==> src/rtl/cu_sequencer_if.sv <==
// Handshake bundle between the control unit and the accumulator CPU datapath.
// The DUT takes the slave side; the environment takes the master side.
interface cu_sequencer_if #(
   parameter int OPW  = 8,
   parameter int CNTW = 16
);
   logic            start;
   logic [OPW-1:0]  ir_opcode;
   logic            acc_neg;
   logic            mem_ready;
   logic [15:0]     ctrl;
   logic            halted;
   logic [CNTW-1:0] retired;
   logic [3:0]      state_dbg;

   modport master (
      output start, ir_opcode, acc_neg, mem_ready,
      input  ctrl, halted, retired, state_dbg
   );

   modport slave (
      input  start, ir_opcode, acc_neg, mem_ready,
      output ctrl, halted, retired, state_dbg
   );
endinterface

==> src/rtl/cu_sequencer.sv <==
// Control unit for the accumulator CPU: fetch/decode/execute sequencing,
// control word generation and retired-instruction counting.
module cu_sequencer #(
   parameter int OPW  = 8,
   parameter int CNTW = 16
) (
   input  logic            clk,
   input  logic            rst,
   cu_sequencer_if.slave   bus
);
   typedef enum logic [3:0] {
      S_IDLE = 4'd0,
      S_F1   = 4'd1,
      S_F2   = 4'd2,
      S_F3   = 4'd3,
      S_DEC  = 4'd4,
      S_RD   = 4'd5,
      S_OP   = 4'd6,
      S_ALU  = 4'd7,
      S_ST1  = 4'd8,
      S_ST2  = 4'd9,
      S_HALT = 4'd10
   } state_t;

   localparam logic [OPW-1:0] OP_STORE  = OPW'(8'h01);
   localparam logic [OPW-1:0] OP_LOAD   = OPW'(8'h02);
   localparam logic [OPW-1:0] OP_ADD    = OPW'(8'h03);
   localparam logic [OPW-1:0] OP_SUB    = OPW'(8'h04);
   localparam logic [OPW-1:0] OP_JMPGEZ = OPW'(8'h05);
   localparam logic [OPW-1:0] OP_JMP    = OPW'(8'h06);
   localparam logic [OPW-1:0] OP_HALT   = OPW'(8'h07);
   localparam logic [OPW-1:0] OP_AND    = OPW'(8'h0A);
   localparam logic [OPW-1:0] OP_OR     = OPW'(8'h0B);
   localparam logic [OPW-1:0] OP_NOT    = OPW'(8'h0C);

   state_t          r_state;
   state_t          w_next;
   logic [OPW-1:0]  r_opcode;
   logic [CNTW-1:0] r_retired;
   logic [15:0]     w_ctrl;
   logic            w_retire;

   always_ff @(posedge clk or posedge rst) begin
      if (rst) begin
         r_state <= S_IDLE;
      end else begin
         r_state <= w_next;
      end
   end

   // Later states decode from this copy so IR may change once DEC is past.
   always_ff @(posedge clk or posedge rst) begin
      if (rst) begin
         r_opcode <= '0;
      end else if (r_state == S_DEC) begin
         r_opcode <= bus.ir_opcode;
      end else begin
         r_opcode <= r_opcode;
      end
   end

   always_ff @(posedge clk or posedge rst) begin
      if (rst) begin
         r_retired <= '0;
      end else if (w_retire) begin
         r_retired <= r_retired + CNTW'(1);
      end else begin
         r_retired <= r_retired;
      end
   end

   // DEC decodes the live IR because the latched copy only lands at the end of DEC.
   always_comb begin
      w_next   = r_state;
      w_ctrl   = 16'h0000;
      w_retire = 1'b0;
      case (r_state)
         S_IDLE: begin
            if (bus.start) w_next = S_F1;
            else           w_next = S_IDLE;
         end
         S_F1: begin
            w_ctrl[1] = 1'b1;
            w_next    = S_F2;
         end
         S_F2: begin
            w_ctrl[2] = 1'b1;
            if (bus.mem_ready) begin
               w_ctrl[0] = 1'b1;
               w_next    = S_F3;
            end else begin
               w_next    = S_F2;
            end
         end
         S_F3: begin
            w_ctrl[3] = 1'b1;
            w_next    = S_DEC;
         end
         S_DEC: begin
            case (bus.ir_opcode)
               OP_LOAD, OP_ADD, OP_SUB, OP_AND, OP_OR: begin
                  w_ctrl[4] = 1'b1;
                  w_next    = S_RD;
               end
               OP_STORE: begin
                  w_ctrl[4] = 1'b1;
                  w_next    = S_ST1;
               end
               OP_NOT: w_next = S_ALU;
               OP_HALT: begin
                  w_next   = S_HALT;
                  w_retire = 1'b1;
               end
               OP_JMP: begin
                  w_ctrl[11] = 1'b1;
                  w_next     = S_F1;
                  w_retire   = 1'b1;
               end
               OP_JMPGEZ: begin
                  w_ctrl[11] = ~bus.acc_neg;
                  w_next     = S_F1;
                  w_retire   = 1'b1;
               end
               default: begin
                  w_next   = S_F1;
                  w_retire = 1'b1;
               end
            endcase
         end
         S_RD: begin
            w_ctrl[2] = 1'b1;
            if (bus.mem_ready) w_next = S_OP;
            else               w_next = S_RD;
         end
         S_OP: begin
            w_ctrl[7] = 1'b1;
            w_next    = S_ALU;
         end
         S_ALU: begin
            case (r_opcode)
               OP_LOAD: w_ctrl[15] = 1'b1;
               OP_ADD:  w_ctrl[9]  = 1'b1;
               OP_SUB:  w_ctrl[10] = 1'b1;
               OP_AND:  w_ctrl[12] = 1'b1;
               OP_OR:   w_ctrl[13] = 1'b1;
               OP_NOT:  w_ctrl[14] = 1'b1;
               default: w_ctrl     = 16'h0000;
            endcase
            w_next   = S_F1;
            w_retire = 1'b1;
         end
         S_ST1: begin
            w_ctrl[6] = 1'b1;
            w_next    = S_ST2;
         end
         S_ST2: begin
            w_ctrl[5] = 1'b1;
            if (bus.mem_ready) begin
               w_next   = S_F1;
               w_retire = 1'b1;
            end else begin
               w_next   = S_ST2;
            end
         end
         S_HALT: begin
            if (bus.start) w_next = S_F1;
            else           w_next = S_HALT;
         end
         default: w_next = S_IDLE;
      endcase
   end

   assign bus.ctrl      = w_ctrl;
   assign bus.halted    = (r_state == S_IDLE) || (r_state == S_HALT);
   assign bus.retired   = r_retired;
   assign bus.state_dbg = r_state;

endmodule

==> src/flat_wrapper.sv <==
// flat-port wrapper written by rule: the top's interface ports become plain ports
module cu_sequencer_flat 
#(
   parameter int OPW  = 8,
   parameter int CNTW = 16
)
  (clk, rst, bus_start, bus_ir_opcode, bus_acc_neg, bus_mem_ready, bus_ctrl, bus_halted, bus_retired, bus_state_dbg);
  cu_sequencer_if #(.OPW(OPW), .CNTW(CNTW)) bus_i ();
  input  logic clk;
  input  logic rst;
  input wire logic [$bits(bus_i.start)-1:0] bus_start;
  input wire logic [$bits(bus_i.ir_opcode)-1:0] bus_ir_opcode;
  input wire logic [$bits(bus_i.acc_neg)-1:0] bus_acc_neg;
  input wire logic [$bits(bus_i.mem_ready)-1:0] bus_mem_ready;
  output wire logic [$bits(bus_i.ctrl)-1:0] bus_ctrl;
  output wire logic [$bits(bus_i.halted)-1:0] bus_halted;
  output wire logic [$bits(bus_i.retired)-1:0] bus_retired;
  output wire logic [$bits(bus_i.state_dbg)-1:0] bus_state_dbg;
  assign bus_i.start = bus_start;
  assign bus_i.ir_opcode = bus_ir_opcode;
  assign bus_i.acc_neg = bus_acc_neg;
  assign bus_i.mem_ready = bus_mem_ready;
  assign bus_ctrl = bus_i.ctrl;
  assign bus_halted = bus_i.halted;
  assign bus_retired = bus_i.retired;
  assign bus_state_dbg = bus_i.state_dbg;
  cu_sequencer #(.OPW(OPW), .CNTW(CNTW)) u_core (.clk(clk), .rst(rst), .bus(bus_i));
endmodule
==> config.mk <==
export PLATFORM = sky130hd
export DESIGN_NAME = cu_sequencer_flat
export DESIGN_NICKNAME = d
export VERILOG_FILES = /design/src/rtl/cu_sequencer_if.sv /design/src/rtl/cu_sequencer.sv /design/src/flat_wrapper.sv
export SDC_FILE = /design/constraint.sdc
export NUM_CORES = 1
export LEC_CHECK = 0
export ABC_AREA = 1
export BUFFER_PORTS_ARGS = -buffer_cell sky130_fd_sc_hd__buf_2
export CAP_MARGIN = 20
export CORE_MARGIN = 3
export CORE_UTILIZATION = 25
export CTS_CLUSTER_DIAMETER = 150
export DETAILED_ROUTE_END_ITERATION = 12
export SYNTH_ARGS = -nofsm -noshare
export SYNTH_HDL_FRONTEND = slang
export SYNTH_SLANG_ARGS = --single-unit
export TNS_END_PERCENT = 50
==> constraint.sdc <==
create_clock -name clk -period 1.45 [get_ports clk]
set_clock_uncertainty 0.15 [all_clocks]
set_input_delay 0.29 -clock clk [delete_from_list [all_inputs] [get_ports clk]]
set_output_delay 0.29 -clock clk [all_outputs]
set_load 0.1 [all_outputs]
==> summary.txt <==
Run status
  • Status: finished with violations
  • Failing checks: setup timing

Timing
  • Final Max Tran Viols: 0
  • Final worst-path setup slack: -0.748 ns
  • Worst Hold Slack: between 0.1 and 0.15 ns
  • Setup TNS: -18.26 ns
  • Final setup fails: between 50 and 60
  • Tmin final: about 2.2 ns
  • FMAX: 455 MHz
  • Period utilization: 152%
  • Hold Vio Cnt, Final: 0
  • RSZ-0062 raised after global routing: true

Worst setup path
  • CP Buf/Inv Count: 3
  • Crit-path slowest cell: dfrtp_4
  • Reg2reg start: u_core.bus.state_dbg[2]
  • Worst Reg-to-Reg Cells: 8
  • Arr. time, crit path: between 1.5 and 2 ns
  • Most used cell, CP: inv_4
  • Top Family by Delay on Critical Path: simple AND/OR/NAND/NOR gates
  • CP required: 1.01 ns
  • WS Path Type: reg2out
  • Critical-path cell list: inv_4 > nand2_4 > inv_4 > nand3_4 > nor3b_4 > nand2_2 > nor2_4 > buf_12
  • Slowest stage delay, CP: roughly 0.5 ns
  • CP Launch Type: flip-flop
  • R2R Setup Slk: -0.40 ns
  • Worst reg2reg endpoint: u_core.bus.retired[14]
  • Crit-path max FO: 3
  • Worst setup EP type: primary output

Logic synthesis
  • Synth top area cells: dfrtp_1, nand2_1, nand3_1
  • Warnings, synthesis: 0
  • Main flop type after synthesis: dfrtp_1
  • Mapped Area: 1840 um2
  • Post-synth top area share: a little under two fifths
  • Synth Instances: roughly 280
  • Syn_area_per_cell: roughly 6.6 um2
  • Ys async rst share: 100%
  • Yosys cell types: 29
  • Synth Net Count: roughly 290
  • Sequential-to-total area share from yosys stat: 38.0%
  • Post-synth EDFFs: 0
  • Synth area leader: dfrtp_1
  • Synthesized flop and latch total: 28
  • Commonest cells post-synth: nand2_1, nor2_1, inv_1, dfrtp_1, nand3_1
  • Top-count cell post-synth: nand2_1

Detailed routing
  • Via count: 2148
  • Number of routed nets with antenna violations: 0
  • DRT iter0 DRCs: 77
  • DRC violations left: 0
  • Pre-antenna DRT Iters: 4
  • DRT Wirelength: about 5600 um
  • Vias/cell: about 4.4
  • WL/cell: around 11 um

Floorplanning
  • Core area: 6980 um2
  • IO Count: 50
  • DIE AREA: 8430 um2
  • Die X: 91.8 um
  • Starting Density: a little over a quarter
  • Row Count: 30
  • Die Y: 91.8 um

Place
  • Post-DP HPWL: between 4000 and 5000 um
  • IO buf count: 48
  • Final Wtd Congestion: 0.847
  • Dpl cells: 477

Finish
  • Final Util: 52.5%
  • P&R area growth vs syn: 99.2%
  • # diodes: 0
  • Non-Filler Instances: about 490
  • Final net count: 410
  • Share of post-route cells with drive strength above 1: approximately 47%

Clocking
  • Max Buffers Root-to-Sink: 2
  • Sink Count: 28
  • Clock Tree Root: clkbuf_8
  • CTS Buf Count: 3
  • Htree depth: 1
  • CTS tree: built
  • Clock Pin Slew Worst Setup and Hold Paths: ~0.090 ns
  • Later-pin clock latency in the skew report: between 0.2 and 0.3 ns

Power and ir drop
  • Worst IR Drop VDD: just over 0.0008 V
  • Tot Pwr: ~5.6 mW
  • Pwr dens: around 1500 nW/um2
  • Leakage: between 1.5 and 2 nW

GRT
  • First-pass GRT wire length: approximately 9500 um
  • Vias in the first global route: about 2200
  • Initial antenna violation count: 0
  • Gr usage total: a little over an eighth
  • Gr ovfl total: 0
  • Largest net degree at the start of global routing: 29

Job
  • Max-cap violations: 0

Hold path
  • Min-Delay Path Class: in2reg
  • WHS Path Cells: 3
  • Worst min-delay path startpoint: bus_start
  • Hold Path End: u_core.bus.state_dbg[0]
==> power breakdown <==
part	internal, mW	switching, mW	total, mW
clock network	0.243	0.243	0.486
logic	1.56	2.35	3.91
registers	1.03	0.221	1.25
total	2.83	2.81	5.64
==> layout by cell type (no fill, tap or decap), types with 9 or more instances in the layout <==
| cell type | n |
|---|---|
| buf_2 | 12 |
| nor2_1 | 27 |
| inv_1 | 25 |
| buf_4 | 50 |
| dfrtp_2 | 12 |
| nand3_1 | 27 |
| nor2_4 | 9 |
| nand2_1 | 88 |
| buf_12 | 38 |
| buf_6 | 16 |
| dfrtp_1 | 10 |
==> stage by stage <==
stage	setup slack [ns]	instance area, um2
3_3_place_gp	-0.536	3390
2_1_floorplan	-1.22	2070
4_1_cts	-0.731	3600
3_5_place_dp	-0.585	3390
6_report	-0.748	3670
5_1_grt	-0.837	3670
==> per-layer routing <==
layer | global-route usage (%) | part of all wire [%]
met1 | 15.6 | 42
met2 | 25.9 | 54
met3 | 1.97 | 2.6
met4 | 2.97 | 1.5
met5 | 0 | 0
==> worst register-to-register path: stages (launching register included) <==
cell     delay, ns
dfrtp_4       0.49
buf_4         0.18
nor2_1        0.27
nand2_2       0.16
o21ai_2       0.15
inv_2         0.08
buf_12        0.15
nand3_1       0.08
nand2_1       0.06
==> cells by family after synthesis <==
kind of cell,after synthesis,synth area share [%]
DFF,28,38.0
buffers and inverters,40,9.03
other,1,0.204
xor gates and xnor gates,9,4.28
AOI/OAI and AO/OA,12,4.21
adders and majority gates,1,0.679
and+or+nand+nor,188,43.5
==> how the worst max path moves through the flow <==
stage                                  from      endpoint  cells after the start
finish              u_core.bus.state_dbg[3]  bus_ctrl[13]                      8
global route        u_core.bus.state_dbg[3]  bus_ctrl[13]                      8
CTS                 u_core.bus.state_dbg[3]   bus_ctrl[9]                      8
detailed placement  u_core.bus.state_dbg[3]  bus_ctrl[13]                      8
global placement    u_core.bus.state_dbg[3]  bus_ctrl[15]                      8
floorplan           u_core.bus.state_dbg[3]  bus_ctrl[10]                      7
==> sequential cells by signal (all words and copies together), names as in the netlist <==
| signal | flops |
|---|---|
| u_core.r_opcode | 8 |
| u_core.bus.state_dbg | 4 |
| u_core.bus.retired | 16 |
==> layout make-up <==
| cell class | instances | area, um2 |
|---|---|---|
| flip-flops and latches | 28 | 738 |
| well taps | 96 | 120 |
| clock buffers | 4 | 55.1 |
| fillers | 661 | 3310 |
| multi-input cells | 211 | 1210 |
| repair buffers | 117 | 1390 |
| inverters | 35 | 154 |
==> what timing repair did <==
item | in CTS | in global routing
hold endpoints to repair | 28 | 0
setup buffers | 6 | 3
setup endpoints to repair | 54 | 59
resized for setup | 28 | 13
pin swaps | 10 | 9
hold buffers | 1 | 0
gates cloned | 0 | 0
No activity file was read; power rests on OpenSTA's default activity.
